## src/rtl/scan_master.sv

```systemverilog
// Serial master for the PLL/FLL configuration scan chain: shifts a word in MSB-first and applies it,
// or captures the applied word and shifts it back out. Define SCAN_VERIFY_EN for automatic write readback.
module scan_master #(
  parameter int N       = 96,
  parameter int CLK_DIV = 2
) (
  input  logic         clk,
  input  logic         reset,
  input  logic         start,
  input  logic         op,
  input  logic [N-1:0] wdata,
  output logic         busy,
  output logic         done,
  output logic [N-1:0] rdata,
  output logic         mismatch,
  output logic         sr_clk,
  output logic         sr_s_out,
  input  logic         sr_s_in,
  output logic         sr_load,
  output logic         sr_read
);

  localparam int CW = $clog2(N + 1);
  localparam int DW = $clog2(CLK_DIV + 1);
  localparam logic [DW-1:0] DIV_LAST = DW'(CLK_DIV - 1);
  localparam logic [CW-1:0] CNT_INIT = CW'(N);
  localparam logic [CW-1:0] CNT_LAST = CW'(1);

  typedef enum logic [2:0] {
    S_IDLE,
    S_CAPTURE,
    S_SHIFT,
    S_LOAD,
    S_DONE
  } state_t;

  state_t         r_state;
  logic [CW-1:0]  r_cnt;
  logic [DW-1:0]  r_div;
  logic [N-1:0]   r_sr;
  logic [N-1:0]   r_shadow;
  logic [N-1:0]   r_rdata;
  logic           r_rd_phase;
  logic           r_busy;
  logic           r_done;
  logic           r_sr_clk;
  logic           r_s_out;
  logic           r_load;
  logic           r_read;
`ifdef SCAN_VERIFY_EN
  logic [N-1:0]   r_wdata;
  logic           r_is_write;
  logic           r_mismatch;
`endif

  logic w_active;
  logic w_low_end;
  logic w_pulse_end;

  assign w_active    = (r_state == S_CAPTURE) || (r_state == S_SHIFT) || (r_state == S_LOAD);
  // Last clk of a low phase (chain rises next) and last clk of a high phase (next pulse starts).
  assign w_low_end   = w_active && !r_sr_clk && (r_div == DIV_LAST);
  assign w_pulse_end = w_active &&  r_sr_clk && (r_div == DIV_LAST);

  // NOTE: every register here is state with a defined reset value, all updated with <= so
  // that each branch sees the pre-edge values of its neighbours.
  always_ff @(posedge clk) begin
    if (reset) begin
      r_state    <= S_IDLE;
      r_cnt      <= '0;
      r_div      <= '0;
      r_sr       <= '0;
      r_shadow   <= '0;
      r_rdata    <= '0;
      r_rd_phase <= 1'b0;
      r_busy     <= 1'b0;
      r_done     <= 1'b0;
      r_sr_clk   <= 1'b0;
      r_s_out    <= 1'b0;
      r_load     <= 1'b0;
      r_read     <= 1'b0;
`ifdef SCAN_VERIFY_EN
      r_wdata    <= '0;
      r_is_write <= 1'b0;
      r_mismatch <= 1'b0;
`endif
    end else begin
      if (w_active) begin
        if (r_div == DIV_LAST) begin
          r_div    <= '0;
          r_sr_clk <= ~r_sr_clk;
        end else begin
          r_div <= r_div + 1'b1;
        end
      end

      if (w_low_end && (r_state == S_SHIFT) && r_rd_phase)
        r_shadow <= {r_shadow[N-2:0], sr_s_in};

      case (r_state)
        S_IDLE: begin
          if (start) begin
            r_sr       <= wdata;
            r_cnt      <= CNT_INIT;
            r_rd_phase <= op;
            r_busy     <= 1'b1;
            r_div      <= '0;
            r_sr_clk   <= 1'b0;
            r_s_out    <= op ? 1'b0 : wdata[N-1];
            r_read     <= op;
            r_state    <= op ? S_CAPTURE : S_SHIFT;
`ifdef SCAN_VERIFY_EN
            r_wdata    <= wdata;
            r_is_write <= ~op;
            r_mismatch <= 1'b0;
`endif
          end
        end

        S_CAPTURE: begin
          if (w_pulse_end) begin
            r_read  <= 1'b0;
            r_state <= S_SHIFT;
          end
        end

        S_SHIFT: begin
          if (w_pulse_end) begin
            r_cnt   <= r_cnt - 1'b1;
            r_sr    <= r_sr << 1;
            r_s_out <= r_rd_phase ? 1'b0 : r_sr[N-2];
            if (r_cnt == CNT_LAST) begin
              r_s_out <= 1'b0;
              if (r_rd_phase) begin
                r_state <= S_DONE;
                r_busy  <= 1'b0;
                r_done  <= 1'b1;
                r_rdata <= r_shadow;
`ifdef SCAN_VERIFY_EN
                r_mismatch <= r_is_write && (r_shadow != r_wdata);
`endif
              end else begin
                r_state <= S_LOAD;
                r_load  <= 1'b1;
              end
            end
          end
        end

        S_LOAD: begin
          if (w_pulse_end) begin
            r_load <= 1'b0;
`ifdef SCAN_VERIFY_EN
            // Read the freshly applied word back through the chain before finishing.
            r_state    <= S_CAPTURE;
            r_read     <= 1'b1;
            r_rd_phase <= 1'b1;
            r_cnt      <= CNT_INIT;
`else
            r_state <= S_DONE;
            r_busy  <= 1'b0;
            r_done  <= 1'b1;
`endif
          end
        end

        S_DONE: begin
          r_done  <= 1'b0;
          r_state <= S_IDLE;
        end

        default: r_state <= S_IDLE;
      endcase
    end
  end

  assign busy     = r_busy;
  assign done     = r_done;
  assign rdata    = r_rdata;
  assign sr_clk   = r_sr_clk;
  assign sr_s_out = r_s_out;
  assign sr_load  = r_load;
  assign sr_read  = r_read;
`ifdef SCAN_VERIFY_EN
  assign mismatch = r_mismatch;
`else
  assign mismatch = 1'b0;
`endif

endmodule
```

## config.mk

```make
export PLATFORM = sky130hd
export DESIGN_NAME = scan_master
export DESIGN_NICKNAME = d
export VERILOG_FILES = /design/src/rtl/scan_master.sv
export SDC_FILE = /design/constraint.sdc
export NUM_CORES = 1
export LEC_CHECK = 0
export ABC_CLOCK_PERIOD_IN_PS = 1800
export CAP_MARGIN = 20
export CORE_MARGIN = 10
export CORE_UTILIZATION = 30
export DETAILED_ROUTE_END_ITERATION = 12
export DONT_BUFFER_PORTS = 1
export HOLD_SLACK_MARGIN = 0.12
export SLEW_MARGIN = 25
export SYNTH_ARGS = -nofsm -noshare
export SYNTH_HDL_FRONTEND = slang
export SYNTH_SLANG_ARGS = --single-unit
```

## constraint.sdc

```tcl
create_clock -name clk -period 1.8 [get_ports clk]
set_input_delay 0.45 -clock clk [delete_from_list [all_inputs] [get_ports clk]]
set_output_delay 0.45 -clock clk [all_outputs]
set_load 0.01 [all_outputs]
```

# Yosys cells after proc, flatten, opt, wreduce, memory -nomap -nowiden
# Index checks and enable logic that the tools add are counted.
# classes
addsub	2
eq_ne	13
n_mux	45
bitwise_logic	1
reduce_logical	23
# ops
op	n
$mux 95	2
$pmux 95 s2	1
$mux 1	22
$mux 3	6
$reduce_and 5->1	3
$mux 7	2
$pmux 7 s2	1
$ne 2x2->1 const B	6
$pmux 3 s4	1
$mux 2	5
$eq 7x1->1 const B	1
$sub 7x1->7 const B	1
$eq 3x2->1 const B	2
$logic_and 1x1->1	6
$pmux 1 s2	3
$pmux 1 s3	2
$reduce_and 3->1	2
$reduce_and 6->1	1
$reduce_bool 2->1	3
$reduce_bool 3->1	2
$reduce_and 4->1	1
$eq 3x1->1 const B	1
$eq 3x3->1 const B	1
$logic_not 3->1	1
other kinds (7)	8
# totals
register_bits	306
input_bits	101
out_inout_bits	103
elab_cells	97

# Longest topological paths before layout
# Gate-level depths: netlist (run 1).
# depth
ltp_word	7
ltp_mapped	9
depth_no_buf	5

# Least setup slack after synthesis (run 1)
# No wires, ideal clock.
# synth_path
kind	reg-to-reg
from	reg r_state[1]
to	reg r_shadow[47]
arrival_ns	1.540
required_ns	1.668
setup_slack_ns	0.128
stages_incl_launch_ff	9
period_less_slack_ns	1.672
cell_sequence	dfxtp_1 buf_4 nand2b_1 or4_1 clkbuf_1 buf_6 buf_6 nand2_1 a21oi_1
# synth_via
elab_chain_len	7
# synth_rtl
item	line	rtl
from (decl)	37	state_t r_state;
from (signal assigned)	111	r_state <= op ? S_CAPTURE : S_SHIFT;
$eq 3x1->1 / $eq 3x2->1 (equally long branches)	60, 97	
$logic_or 1x1->1 (2 in a row)	60	assign w_active = (r_state == S_CAPTURE) || (r_state == S_SHIFT) || (r_state == S_LOAD);
$logic_and 1x1->1 (2 in a row)	62	assign w_low_end = w_active && !r_sr_clk && (r_div == DIV_LAST);
$logic_and 1x1->1 (*) (2 in a row)	97	if (w_low_end && (r_state == S_SHIFT) && r_rd_phase)
to (signal assigned)	98	r_shadow <= {r_shadow[N-2:0], sr_s_in};
to (decl)	41	logic [N-1:0] r_shadow;
# Mark *: on every way between the ends. The rest lies on a longest branch, timed or not.
# A chain may end at the register's enable or synchronous reset.

# Final worst setup path (run 1)
# layout_path
from	reg r_cnt[5]
to	reg r_rdata[33] (netlist: rdata[33])
# layout_via
elab_chain_len	2
# layout_rtl
item	line	rtl
from (decl)	38	logic [CW-1:0] r_cnt;
from (signal assigned)	129	r_cnt <= r_cnt - 1'b1;
$eq 7x1->1	132	if (r_cnt == CNT_LAST) begin
$reduce_and 4->1 (no line)	--	
to (signal assigned)	138	r_rdata <= r_shadow;
to (decl)	42	logic [N-1:0] r_rdata;
# Every way passes these cells.

==> results of run 1 <==
## flip-flops by register name, summed over array words and instances, names as in the netlist
signal      cells
busy            1
done            1
r_cnt           7
r_div           2
r_rd_phase      1
r_shadow       96
r_sr           95
r_state         3
rdata          96
sr_clk          1
sr_load         1
sr_read         1
sr_s_out        1
## how the worst max path moves through the flow
stage	depth (start not counted)	end	slack, ps	start
floorplan	8	r_shadow[47]	130	r_state[1]
global placement	5	rdata[40]	100	r_cnt[2]
detailed placement	5	rdata[13]	60	r_cnt[2]
CTS	5	rdata[44]	20	r_cnt[2]
global route	6	rdata[7]	-60	r_cnt[5]
finish	6	rdata[33]	70	r_cnt[5]
## synthesized netlist by cell type, types with 2 or more instances
library cell	count	share of area, %
clkbuf_1	53	1.6
mux2i_1	192	16
o211ai_1	2	0.12
and3b_1	2	0.14
xor2_1	5	0.36
buf_6	10	0.91
buf_4	10	0.61
buf_12	4	0.65
inv_1	6	0.18
nor2_1	109	3.3
nor3_1	4	0.16
nand2b_1	3	0.15
nor2b_1	2	0.10
or4_1	2	0.12
a21oi_1	104	4.2
dfxtp_1	306	50
ha_1	2	0.20
buf_2	35	1.4
a211oi_1	93	5.7
and4b_1	2	0.16
a211oi_2	4	0.41
o2111ai_1	3	0.21
o21ai_0	5	0.20
nand2_1	393	12
## cell usage in the layout, fill, tap and decap left out, drive strengths merged, types with 7 or more instances in the layout
cell type / count
nand2: 393
dfxtp: 306
mux2i: 192
nor2: 110
a21oi: 104
a211oi: 97
clkbuf: 58
buf: 46
inv: 9
clkinv: 7
## where the power goes
group | switching [mW] | internal [mW]
Sequential | 0.233 | 7.16
Combinational | 0.937 | 0.802
Clock | 2.93 | 4.44
Total | 4.10 | 12.4
## final cells by class
cell class | instances | area (um2)
clock buffers | 53 | 1107
flip-flops and latches | 306 | 6127
fillers | 4223 | 26440
inverters | 7 | 31.28
multi-input cells | 949 | 5529
clock inverters | 12 | 112.6
well taps | 532 | 665.6
repair buffers | 53 | 729.5
## metal layers
layer	share of wire [%]	global-route usage, %	up-vias
met2	45	17.31	195
met3	11	6.026	46
met4	2.0	3.204	0
li1	-	-	4593
met5	0	0	-
met1	42	13.13	4260
## repair_timing
action / 4_1_cts / 5_1_grt
endpoints found under the hold margin: 202 / 200
endpoints found under the setup margin: 0 / 107
resized for setup: 0 / 6
setup buffers: 0 / 2
## metrics by stage
step / util [%] / instance area, um2 / setup TNS (ps)
6_report: 35.11 / 14300 / 0
5_1_grt: 35.11 / 14300 / -1116
4_1_cts: 34.63 / 14110 / 0
3_5_place_dp: 31.58 / 12870 / 0
3_3_place_gp: 31.58 / 12870 / 0
2_1_floorplan: - / 12310 / 0
## cell families (layout without fill, tap and decap cells)
group,Yosys count,after routing,share of synthesized area (%)
simple gates,526,526,16.80
flops,306,306,49.77
compound gates,222,222,11.57
mux,192,192,15.61
buf+inv,121,125,5.581
xor+xnor,6,6,0.4270
fa+ha+maj,2,2,0.2033
other cells,1,1,0.03047
==> flow_metrics.env, run 1 <==
export IMPL_core_um2=40740
export IMPL_place_hpwl_um=18720
export IMPL_timing_reg2reg_setup_slack_ps=70
export IMPL_fmax_mhz=578.0
export IMPL_synth_edf_count=0
export IMPL_ios=204
export IMPL_setup_worst_path_end_class="flop"
export IMPL_syn_cell_area_um2=12310
export IMPL_violations="hold timing"
export IMPL_cts_buffers=36
export IMPL_period_share_pct=96.12
export IMPL_seq_area_frac_synth_pct=49.77
export IMPL_min_delay_start="reset"
export IMPL_antenna_found_initial=0
export IMPL_syn_nets=1479
export IMPL_grt_pass1_wl_um=46350
export IMPL_powerDensity_nw_per_um2=1154
export IMPL_cts_clk_slew_worst_paths_ps=60
export IMPL_worstPathCellList="nor4_4 > and4b_1 > nor2b_4 > buf_4 > buf_6 > mux2i_1"
export IMPL_status="finished with violations"
export IMPL_leakagePower_nw=4.656
export IMPL_final_cells=1912
export IMPL_syn_inst=1376
export IMPL_worst_path_max_delay_cell="dfxtp_2"
export IMPL_worstSetupPathType="flop to flop"
export IMPL_final_nets=1456
export IMPL_drtPass1Iterations=4
export IMPL_viasPerCell=4.756
export IMPL_drv_cap=0
export IMPL_worst_setup_path_start_kind="flop"
export IMPL_timing_rr_start="r_cnt[5]"
export IMPL_rsz0062_at_grt="yes"
export IMPL_remaining_drc_errors=0
export IMPL_drtIter0Drc=477
export IMPL_final_setup_viol_count=0
export IMPL_htreeDepth=2
export IMPL_min_path_cells=1
export IMPL_wirelength_um=30140
export IMPL_ys_warn_count=0
export IMPL_ys_types=49
export IMPL_final_setup_worst_slack_ps=69.88
export IMPL_portBuffers=0
export IMPL_start_util_pct=30.21
export IMPL_whs_endpoint="r_sr[28]"
export IMPL_power_mw=16.50
export IMPL_die_area_um2=49530
export IMPL_place_congestion=0.7259
export IMPL_min_path_type="primary input to flop"
export IMPL_root_buffer="clkbuf_16"
export IMPL_grt_overflow_total=0
export IMPL_cts_tree="built"
export IMPL_drive_gt1_share_pct=9.058
export IMPL_slew_viol_final=0
export IMPL_worstPathMaxFanout=10
export IMPL_r2r_end="rdata[33]"
export IMPL_final_setup_skew_ps=25.47
export IMPL_ir_drop_v=0.0007283
export IMPL_avgSynthCellArea_um2=8.945
export IMPL_pre_cts_slack_ps=59.87
export IMPL_vias=9094
export IMPL_clock_path_buffers=3
export IMPL_required_ps=2260
export IMPL_crit_arrival_ps=2190
export IMPL_path_delay_family="simple AND/OR/NAND/NOR gates"
export IMPL_grt_usage_pct=11.19
export IMPL_die_h_um=222.6
export IMPL_syn2layout_area_growth_pct=16.20
export IMPL_rows=74
export IMPL_die_w_um=222.6
export IMPL_grt_pass1_vias=8675
export IMPL_drtAntennaViolNets=0
export IMPL_dp_cells=1836
export IMPL_wl_per_cell_um=15.76
export IMPL_grt_max_degree=205
export IMPL_whs_ps=-1.774
export IMPL_synthFlopType="dfxtp_1"
export IMPL_slew_headroom_pct=61.46
export IMPL_cpPeakStageDelay_ps=340
export IMPL_crit_buf_inv=2
export IMPL_diodes=0
export IMPL_finalHoldViolations=2
export IMPL_clkLatencyLatePin_ps=540
export IMPL_async_reset_ff_share_pct=0
export IMPL_hold_buffers=2
export IMPL_numClockSinks=306
export IMPL_period_minus_slack_ps=1730
export IMPL_worst_pin_slew_ps=578.1
export IMPL_reg2regPathDepth=6
export IMPL_synth_seq_cells=306
(Power assumes the default switching activity.)
==> inputs of run 2 (changes only) <==
- ABC_CLOCK_PERIOD_IN_PS: 1800 -> 2150
- CAP_MARGIN: 20 -> 15
- CORE_UTILIZATION: 30 -> 40
- clock period: 1.8 -> 2.15 ns (I/O delays scaled with it)
==> run 2 against run 1 <==
  * The flow now finishes without violations
  * Highest routed layer unchanged
  * Final cell count fell by 8.8%
  * Worst hold slack improved by 150 ps
  * Critical endpoint is now rdata[87]
  * Die area fell by 23%
  * Largest power group unchanged
  * Clock skew fell by 17 ps
  * Sequential share of layout area rose by 1.9 points
  * Combinational power fell by 20%
  * First-iteration DRC count fell by 0.42%
==> flow_metrics.env, run 2 (synthesis results as in run 1) <==
export IMPL_status="finished, final reports clean"
export IMPL_drive_gt1_share_pct=6.528
export IMPL_final_setup_worst_slack_ps=195.0
export IMPL_fmax_mhz=511.5
export IMPL_vias=8842
export IMPL_grt_max_degree=158
export IMPL_place_area_um2=12520
export IMPL_grt_pass1_vias=8559
export IMPL_syn2layout_area_growth_pct=11.25
export IMPL_grt_pass1_wl_um=45620
export IMPL_drtPass1Iterations=4
export IMPL_leakagePower_nw=4.419
export IMPL_drtAntennaViolNets=0
export IMPL_grt_overflow_total=0
export IMPL_die_h_um=195.4
export IMPL_htreeDepth=2
export IMPL_grt_met2_usage_pct=20.81
export IMPL_numClockSinks=306
export IMPL_cts_tree="built"
export IMPL_cts_resized_gates=0
export IMPL_die_w_um=195.4
export IMPL_slew_headroom_pct=66.46
export IMPL_worstSetupPathType="flop to flop"
export IMPL_portBuffers=0
export IMPL_place_hpwl_um=17610
export IMPL_final_setup_viol_count=0
export IMPL_setup_worst_path_end_class="flop"
export IMPL_final_area_um2=13690
export IMPL_final_common_cell="nand2_1"
export IMPL_hold_buffers=1
export IMPL_grtUsageMet1_pct=17.25
export IMPL_period_share_pct=90.93
export IMPL_antenna_found_initial=0
export IMPL_cts_buffers=35
export IMPL_start_util_pct=40.34
export IMPL_root_buffer="clkbuf_16"
export IMPL_ios=204
export IMPL_multiInputGateArea_um2=5517
export IMPL_powerDensity_nw_per_um2=978.3
export IMPL_required_ps=2580
export IMPL_place_congestion=0.7798
export IMPL_min_path_type="primary input to flop"
export IMPL_core_um2=30510
export IMPL_drv_cap=0
export IMPL_diodes=0
export IMPL_area_sequential_um2=6126
export IMPL_clock_path_buffers=3
export IMPL_rows=64
export IMPL_cpPeakStageDelay_ps=380
export IMPL_finalHoldViolations=0
export IMPL_tns_ps=0
export IMPL_whs_ps=148.9
export IMPL_fillers=3020
export IMPL_worstPathMaxFanout=54
export IMPL_rsz0062_at_grt="no"
export IMPL_worstPathCellList="nor4_2 > and4b_1 > nor2b_4 > buf_12 > mux2i_1"
export IMPL_cts_clk_slew_worst_paths_ps=60
export IMPL_slew_viol_final=0
export IMPL_met3_usage_pct=7.417
export IMPL_period_minus_slack_ps=1955
export IMPL_final_setup_skew_ps=8.835
export IMPL_worst_path_max_delay_cell="nor4_2"
export IMPL_clkLatencyLatePin_ps=500
export IMPL_layout_common_cells="nand2_1 (393), dfxtp_1 (306), mux2i_1 (192)"
export IMPL_viasPerCell=5.070
export IMPL_wl_per_cell_um=15.79
export IMPL_worst_setup_path_start_kind="flop"
export IMPL_ir_drop_v=0.0006600
export IMPL_drtIter0Drc=475
export IMPL_remaining_drc_errors=0
export IMPL_final_nets=1428
export IMPL_wirelength_um=27530
export IMPL_grt_usage_pct=14.00
export IMPL_pre_cts_slack_ps=194.9
export IMPL_worst_pin_slew_ps=497.9
export IMPL_crit_arrival_ps=2380
export IMPL_die_area_um2=38190
export IMPL_top_usage_layer="met2"
export IMPL_postCtsSetupBuffers=0
-- run 2: routing by layer --
metal	wire length, um	part of all wire, %
met1	11900	43
met2	11850	43
met3	3314	12
met4	473	1.7
met5	0	0
-- run 2: stage by stage --
stage	utilization (%)	total power, mW	instances
2_1_floorplan	-	7.471	1376
3_5_place_dp	41.05	7.701	1682
5_1_grt	44.88	14.06	1744
6_report	44.88	13.40	1744
4_1_cts	44.85	13.61	1743
3_3_place_gp	41.05	7.654	1682
-- run 2: area by class of cell --
class | count | area share, %
sequential | 306 | 44.74
multi-input combinational | 949 | 40.29
clock buffer | 55 | 7.913
tap | 396 | 3.618
timing repair buffer | 26 | 2.814
clock inverter | 5 | 0.4020
inverter | 7 | 0.2284
-- run 2: worst max-delay path, delay by kind of cell (launching register included) --
family | cells | cell delay [ps]
buffers and inverters | 1 | 330
DFF | 1 | 360
muxes | 1 | 230
and+or+nand+nor | 3 | 880
-- run 2: worst paths after layout --
path                                endpoint  slack, ps    startpoint  depth (start not counted)
worst max-delay path               rdata[87]        190      r_cnt[2]                          5
worst min-delay path                r_sr[25]        150         reset                          1
worst max register to register     rdata[87]        190      r_cnt[2]                          5
worst min register to register  r_shadow[37]        460  r_shadow[36]                          2
-- run 2: power breakdown --
part	switching, mW	internal, mW	leakage (nW)	total, mW
clock	2.24	3.57	0.554	5.80
sequential	0.201	6.00	2.49	6.20
combinational	0.770	0.624	1.38	1.39
